## config.mk

```make
export PLATFORM = sky130hd
export DESIGN_NAME = iccm_boot_loader
export DESIGN_NICKNAME = d
export VERILOG_FILES = /design/src/rtl/iccm_boot_loader_pkg.sv /design/src/rtl/iccm_boot_loader_word_packer.sv /design/src/rtl/iccm_boot_loader.sv
export SDC_FILE = /design/constraint.sdc
export NUM_CORES = 1
export LEC_CHECK = 0
export CAP_MARGIN = 30
export CELL_PAD_IN_SITES_DETAIL_PLACEMENT = 1
export CELL_PAD_IN_SITES_GLOBAL_PLACEMENT = 1
export CORE_ASPECT_RATIO = 2
export CORE_MARGIN = 4
export CORE_UTILIZATION = 42
export DETAILED_ROUTE_END_ITERATION = 8
export GPL_ROUTABILITY_DRIVEN = 0
export GPL_TIMING_DRIVEN = 1
export PLACE_DENSITY = 0.85
export RECOVER_POWER = 25
export SLEW_MARGIN = 30
export SYNTH_ARGS = -nofsm -noshare
export SYNTH_HDL_FRONTEND = slang
export SYNTH_HIERARCHICAL = 1
export SYNTH_SLANG_ARGS = --single-unit
```

## constraint.sdc

```tcl
create_clock -name clk_i -period 5 [get_ports clk_i]
set_input_delay 1.25 -clock clk_i [delete_from_list [all_inputs] [get_ports clk_i]]
set_output_delay 1.25 -clock clk_i [all_outputs]
set_load 0.02 [all_outputs]
```

## src/rtl/iccm_boot_loader_pkg.sv

```systemverilog
// iccm_boot_loader_pkg: shared types and constants for the ICCM boot loader
package iccm_boot_loader_pkg;
    localparam int TL_DW = 32;
    localparam logic [7:0] SYNC_BYTE_DEF = 8'hA5;
    localparam int HDR_BYTES = 4;
    typedef enum logic [2:0] {ST_SYNC, ST_HDR, ST_DATA, ST_CSUM, ST_DONE, ST_ERR} state_e;
    typedef enum logic [1:0] {ERR_NONE, ERR_HDR, ERR_CSUM, ERR_TIMEOUT} err_code_e;
endpackage

```

## src/rtl/iccm_boot_loader_word_packer.sv

```systemverilog
// iccm_boot_loader_word_packer: little-endian byte-to-word assembly with running checksum
module iccm_boot_loader_word_packer
    import iccm_boot_loader_pkg::*;
(
    input  logic             clk_i,
    input  logic             rst_i,
    input  logic             clr,
    input  logic             en,
    input  logic [7:0]       data,
    output logic             word_valid,
    output logic [TL_DW-1:0] word,
    output logic [7:0]       csum
);
    logic [1:0]  idx_q;
    logic [23:0] acc_q;
    logic [7:0]  csum_q;

    // The 4th byte completes the word combinationally so the writer can register it on acceptance
    assign word_valid = en && idx_q == 2'd3;
    assign word       = {data, acc_q};
    assign csum       = csum_q;

    // Collect the lower three bytes, track byte position and accumulate the checksum
    always_ff @(posedge clk_i) begin
        if (rst_i || clr) begin
            idx_q  <= '0;
            acc_q  <= '0;
            csum_q <= '0;
        end else if (en) begin
            idx_q        <= idx_q + 1'b1;
            csum_q       <= csum_q + data;
            acc_q[7:0]   <= idx_q == 2'd0 ? data : acc_q[7:0];
            acc_q[15:8]  <= idx_q == 2'd1 ? data : acc_q[15:8];
            acc_q[23:16] <= idx_q == 2'd2 ? data : acc_q[23:16];
        end
    end
endmodule

```

## src/rtl/iccm_boot_loader.sv

```systemverilog
// iccm_boot_loader: framed byte-stream loader that fills the ICCM and releases the core
module iccm_boot_loader
    import iccm_boot_loader_pkg::*;
#(
    parameter int         AW             = 11,
    parameter int         TIMEOUT_CYCLES = 65535,
    parameter logic [7:0] SYNC_BYTE      = SYNC_BYTE_DEF
) (
    input  logic             clk_i,
    input  logic             rst_i,
    input  logic             byte_valid_i,
    input  logic [7:0]       byte_data_i,
    output logic             byte_ready_o,
    output logic             iccm_we_no,
    output logic [TL_DW-1:0] iccm_wdata_o,
    output logic [TL_DW-1:0] iccm_wmask_o,
    output logic [AW-1:0]    iccm_waddr_o,
    output logic             mem_finish_o,
    output logic             err_o,
    output logic [1:0]       err_code_o
);
    localparam int IW = $clog2(TIMEOUT_CYCLES + 1);

    state_e            state_q, state_d;
    err_code_e         code_q, code_d;
    logic              accept, active, hdr_last, hdr_bad, timeout, wr, word_valid;
    logic [TL_DW-1:0]  word;
    logic [7:0]        csum, cnt_lo_q;
    logic [1:0]        hidx_q;
    logic [15:0]       addr_q, hdr_cnt, rem_q;
    logic [AW-1:0]     ptr_q;
    logic [IW-1:0]     idle_q;

    assign accept     = byte_valid_i & byte_ready_o;
    assign active     = state_q inside {ST_HDR, ST_DATA, ST_CSUM};
    assign hdr_cnt    = {byte_data_i, cnt_lo_q};
    assign hdr_last   = accept && state_q == ST_HDR && hidx_q == 2'(HDR_BYTES - 1);
    assign hdr_bad    = hdr_cnt == '0 || (addr_q >> AW) != '0 ||
                        ({1'b0, addr_q} + {1'b0, hdr_cnt}) > 17'(2 ** AW);
    assign timeout    = active && !accept && idle_q == IW'(TIMEOUT_CYCLES - 1);
    assign wr         = state_q == ST_DATA && word_valid;
    assign err_code_o = code_q;

    iccm_boot_loader_word_packer u_packer (
        .clk_i      (clk_i),
        .rst_i      (rst_i),
        .clr        (state_q == ST_SYNC),
        .en         (accept && state_q == ST_DATA),
        .data       (byte_data_i),
        .word_valid (word_valid),
        .word       (word),
        .csum       (csum)
    );

    // State register
    always_ff @(posedge clk_i) begin
        if (rst_i) state_q <= ST_SYNC;
        else       state_q <= state_d;
    end

    // Next-state and error classification; the header is judged as its last byte arrives
    always_comb begin
        state_d = state_q;
        case (state_q)
            ST_SYNC: if (accept && byte_data_i == SYNC_BYTE) state_d = ST_HDR;
            ST_HDR:  if (hdr_last) state_d = hdr_bad ? ST_ERR : ST_DATA;
            ST_DATA: if (wr && rem_q == 16'd1) state_d = ST_CSUM;
            ST_CSUM: if (accept) state_d = byte_data_i == csum ? ST_DONE : ST_ERR;
            default: ;
        endcase
        if (timeout) state_d = ST_ERR;
        code_d = (state_d == ST_ERR && state_q != ST_ERR) ?
                 (timeout ? ERR_TIMEOUT : state_q == ST_HDR ? ERR_HDR : ERR_CSUM) : code_q;
    end

    // Header capture, word pointer, idle timer and registered ICCM/status outputs
    always_ff @(posedge clk_i) begin
        if (rst_i) begin
            byte_ready_o <= 1'b0;
            iccm_we_no   <= 1'b1;
            iccm_wdata_o <= '0;
            iccm_wmask_o <= '0;
            iccm_waddr_o <= '0;
            mem_finish_o <= 1'b0;
            err_o        <= 1'b0;
            code_q       <= ERR_NONE;
            hidx_q       <= '0;
            addr_q       <= '0;
            cnt_lo_q     <= '0;
            rem_q        <= '0;
            ptr_q        <= '0;
            idle_q       <= '0;
        end else begin
            byte_ready_o <= !(state_d inside {ST_DONE, ST_ERR});
            mem_finish_o <= state_d == ST_DONE;
            err_o        <= state_d == ST_ERR;
            code_q       <= code_d;
            iccm_we_no   <= !wr;
            idle_q       <= (active && !accept) ? idle_q + 1'b1 : '0;
            if (state_q == ST_SYNC) hidx_q <= '0;
            else if (accept && state_q == ST_HDR) hidx_q <= hidx_q + 1'b1;
            if (accept && state_q == ST_HDR && hidx_q == 2'd0) addr_q[7:0]  <= byte_data_i;
            if (accept && state_q == ST_HDR && hidx_q == 2'd1) addr_q[15:8] <= byte_data_i;
            if (accept && state_q == ST_HDR && hidx_q == 2'd2) cnt_lo_q     <= byte_data_i;
            if (hdr_last) begin
                ptr_q <= addr_q[AW-1:0];
                rem_q <= hdr_cnt;
            end
            if (wr) begin
                iccm_wdata_o <= word;
                iccm_wmask_o <= '1;
                iccm_waddr_o <= ptr_q;
                ptr_q        <= ptr_q + 1'b1;
                rem_q        <= rem_q - 1'b1;
            end
        end
    end
endmodule

```

==> summary.md <==
| Metric | Value |
|---|---|
| Outcome | complete, no violations |
| Endpoint required time on the critical path | approximately 5.3 ns |
| Utilization after layout | roughly 51% |
| Global routing met3 resource utilization | 3.23% |
| Leading cell types by total area after synthesis | dfxtp_1, nand2_1, a21oi_1, ha_1, nand3_1 |
| Top fanout value on the critical path | 4 |
| Syn avg cell area | between 7 and 8 um2 |
| CTS buffer count | 17 |
| Top FF cell, synth | dfxtp_1 |
| Max_cap viols | 0 |
| Buffer levels on the longest clock path | 2 |
| Largest stage delay on the critical path | around 0.62 ns |
| Unrepaired setup endpoints after global routing | false |
| Count of yosys warnings during synthesis | 6 |
| Final setup TNS | 0 ns |
| Most frequently used cell type in the post-synthesis netlist | nand2_1 |
| First-pass GRT wire length | just over 40000 um |
| Number of nets produced by synthesis | 1063 |
| Worst path buffer plus inverter count | 1 |
| Worst-path cell chain | dlygate4sd3_1 > nand2_1 > nor2_1 > nand2_1 > nor2_2 > and2_1 > nor4bb_4 > nand3b_1 > or2_2 > nor4_1 > o22ai_1 > a221oi_1 > nor2_1 |
| Ys async rst share | 0% |
| Vias in the first global route | about 7.8k |
| Total overflow reported by the global router | 0 |
| Post-synthesis cell type count | 80 |
| Power consumption | about 0.0028 W |
| Commonest cells in the netlist | nand2_1, dfxtp_1, a21oi_1, nand3_1, nor2_1 |
| Antenna-violating nets left | 0 |
| Largest net degree at the start of global routing | 65 |
| Total routed wirelength | 25200 um |
| DIE HEIGHT | between 200 and 250 um |
| Fraction of final layout cells with drive strength greater than 1 | 6.91% |
| Floorplan die area | roughly 22000 um2 |
| Slew Viols, Final | 0 |
| Detailed-router iteration count before antenna repair | 5 |
| Cell area after synthesis | ~8000 um2 |
| Time the worst path needs with I/O delays and setup | 3.99 ns |
| Kind of end point of the critical path | flip-flop |
| Number of primary I/O pins | 92 |
| Nets | between 1k and 1.5k |
| Count of final hold-check violations | 0 |
| Met1 demand-to-capacity share in global routing | between 20% and 30% |
| Standby leakage power | roughly 3.4 nW |
| Worst Reg-to-Reg Cells | 9 |
| Total number of vias | about 7.6k |
| Worst-Skew Late Latency | between 0.4 and 0.5 ns |
| Crit path max-delay cell type | dlygate4sd3_1 |
| Layer with the highest usage | met2 |
| Port Buffer Count | between 90 and 100 |
| Cell taking the most area after synthesis | dfxtp_1 |
| CTS tree | yes |
| Clock Root Buffer | clkbuf_16 |
| Core footprint | 18800 um2 |
| Mapped Cells | 1014 |
| Final Cycle Share | about four fifths |
| Critical path launch point type | primary input |
| Pwr per Cell Area | 293 nW/um2 |
| Fill cell count | between 2k and 2.5k |
| Delay-heaviest family, CP | simple AND/OR/NAND/NOR gates |
| Overall global routing resource usage | 23.6% |
| Cell count along the critical path | 13 |
| Cell depth of the worst min-delay path | 2 |
| CTS H-Tree Depth | 4 |
| Fraction of synthesized cell area taken by the top area cell type | between 30% and 40% |
| Max rail drop VDD | 0.171 mV |
| Clock-pin slew reported for the worst setup and hold paths after clock tree synthesis | roughly 0.060 ns |
| Vias per std cell | about 5.8 |
| Met2 Usage GRT | approximately 45% |
| Number of antenna violations at the first check in global routing | 0 |
| Type of the tightest min-delay check | flip-flop to flip-flop |
| Half-perimeter wire length after placement | between 15000 and 20000 um |
| Finish-stage setup viols | 0 |
| WL per Instance | between 15 and 20 um |
| Starting DRC count in detailed routing | about 330 |
| Post-synthesis sequential element count | roughly 160 |
| Diode insertion count for antenna repair | 0 |
| Row Count | ~70 |
| Buffers inserted by post-CTS timing repair | 0 |
| Max_slew headroom | 41.2% |
| Upper clock frequency limit | between 200 and 300 MHz |
| Register area share after synthesis | 38.9% |
| Final clock skew | between 0.007 and 0.008 ns |
| DRC errors left | 0 |
| Start-to-end type of the worst setup path | primary input to flip-flop |
| Transition time at the pin with the least slew margin | around 0.9 ns |
| CTS Hold Bufs | 0 |
| Number of flops mapped to enable cells by yosys | 0 |
| Synthesis-to-finish area growth | 18.9% |
| Resize count post-CTS | 0 |
| Number of sinks driven by the clock tree | between 150 and 200 |
| Data arrival time at the worst-slack endpoint | approximately 4.3 ns |
| Effective utilization at floorplan | 42.6% |
| Die extent in x | between 100 and 150 um |
## path summary, 6_finish.rpt
| kind | start | to | slack [ns] |
|---|---|---|---|
| min reg2reg | iccm_wdata_o[4]$_SDFFE_PP0P_ | iccm_wdata_o[4]$_SDFFE_PP0P_ | 0.45 |
| max reg2reg | cnt_lo_q[0]$_SDFFE_PP0P_ | err_o$_SDFF_PP0_ | 1.77 |
| max | byte_valid_i | rem_q[9]$_SDFFE_PP0P_ | 1.01 |
| min | iccm_wdata_o[4]$_SDFFE_PP0P_ | iccm_wdata_o[4]$_SDFFE_PP0P_ | 0.45 |
## placed cells by master (no fill, tap or decap), drive strengths merged, types with 4 or more instances in the layout
cell type / instances
nor3: 15
nand3: 75
a21o: 7
clkdlybuf4s50: 46
nor4: 12
nor2: 70
nand4: 9
a21oi: 138
ha: 36
bufinv: 5
nand2b: 5
nand2: 182
xor2: 13
xnor2: 17
mux2i: 9
nor3b: 8
or3: 8
clkinv: 4
a31oi: 10
nor2b: 4
o21ai: 33
dfxtp: 156
buf: 19
inv: 22
and3: 11
o211ai: 5
dlygate4sd3: 44
a211oi: 7
a221oi: 8
clkbuf: 19
## flip-flops by register name (all words and copies together), names as in the netlist, 2 cells and up
| signal | cells |
|---|---|
| hidx_q | 2 |
| iccm_wdata_o | 32 |
| u_packer/csum | 8 |
| cnt_lo_q | 8 |
| u_packer/idx_q | 2 |
| err_code_o | 2 |
| idle_q | 16 |
| state_q | 3 |
| iccm_waddr_o | 11 |
| addr_q | 16 |
| ptr_q | 11 |
| u_packer/acc_q | 24 |
| rem_q | 16 |
## logic make-up (layout without fill, tap and decap cells)
kind of cell,after synthesis,in the layout,synth area share (%)
flip-flops,156,156,38.9
AO/OA/AOI/OAI,242,242,18.7
multiplexers,10,10,1.26
XOR/XNOR,30,30,3.27
buffers and inverters,119,161,7.53
AND/OR/NAND/NOR,419,419,24.2
adder cells (fa/ha/maj),38,38,6.11
## area by class of cell
type	count	area [um2]	share of cell area (%)
clock buffers	19	443	4.64
clock inverters	13	213	2.23
inverters	20	75.1	0.787
multi-input cells	739	4330	45.3
flip-flops and latches	156	3120	32.7
well taps	255	319	3.34
repair buffers	109	1040	10.9
## per-layer routing
layer	part of all wire (%)	wire (um)
met2	55	13800
met1	36	9030
met3	3.2	810
met4	6.1	1530
met5	0	0
## stage by stage
step,hold WS [ns],setup slack (ns),instances,instance area (um2)
final,0.449,1.01,1311,9540
after detailed placement,0.445,0.717,1279,8890
after CTS,0.456,1.10,1311,9540
after global placement,0.438,0.708,1279,8890
after floorplan,0.432,0.966,1014,8030
after global routing,0.475,0.740,1311,9540
## worst reg2reg max path: stages, from the launching register on
cell,delay [ns]
dfxtp_1,0.35
ha_1,0.26
fa_1,0.42
a21o_1,0.25
a221oi_4,0.34
nor4_1,0.11
nor4_1,0.70
nand2_1,0.15
nand4b_2,0.30
and4b_1,0.25
## where the power goes
group / total (W) / internal [W] / switching (W)
clock: 0.00145 / 0.000904 / 0.000550
combinational: 0.0000957 / 0.0000299 / 0.0000657
sequential: 0.00124 / 0.00124 / 0.000000741
total: 0.00279 / 0.00218 / 0.000617
Power figures use the tool's default switching activity.
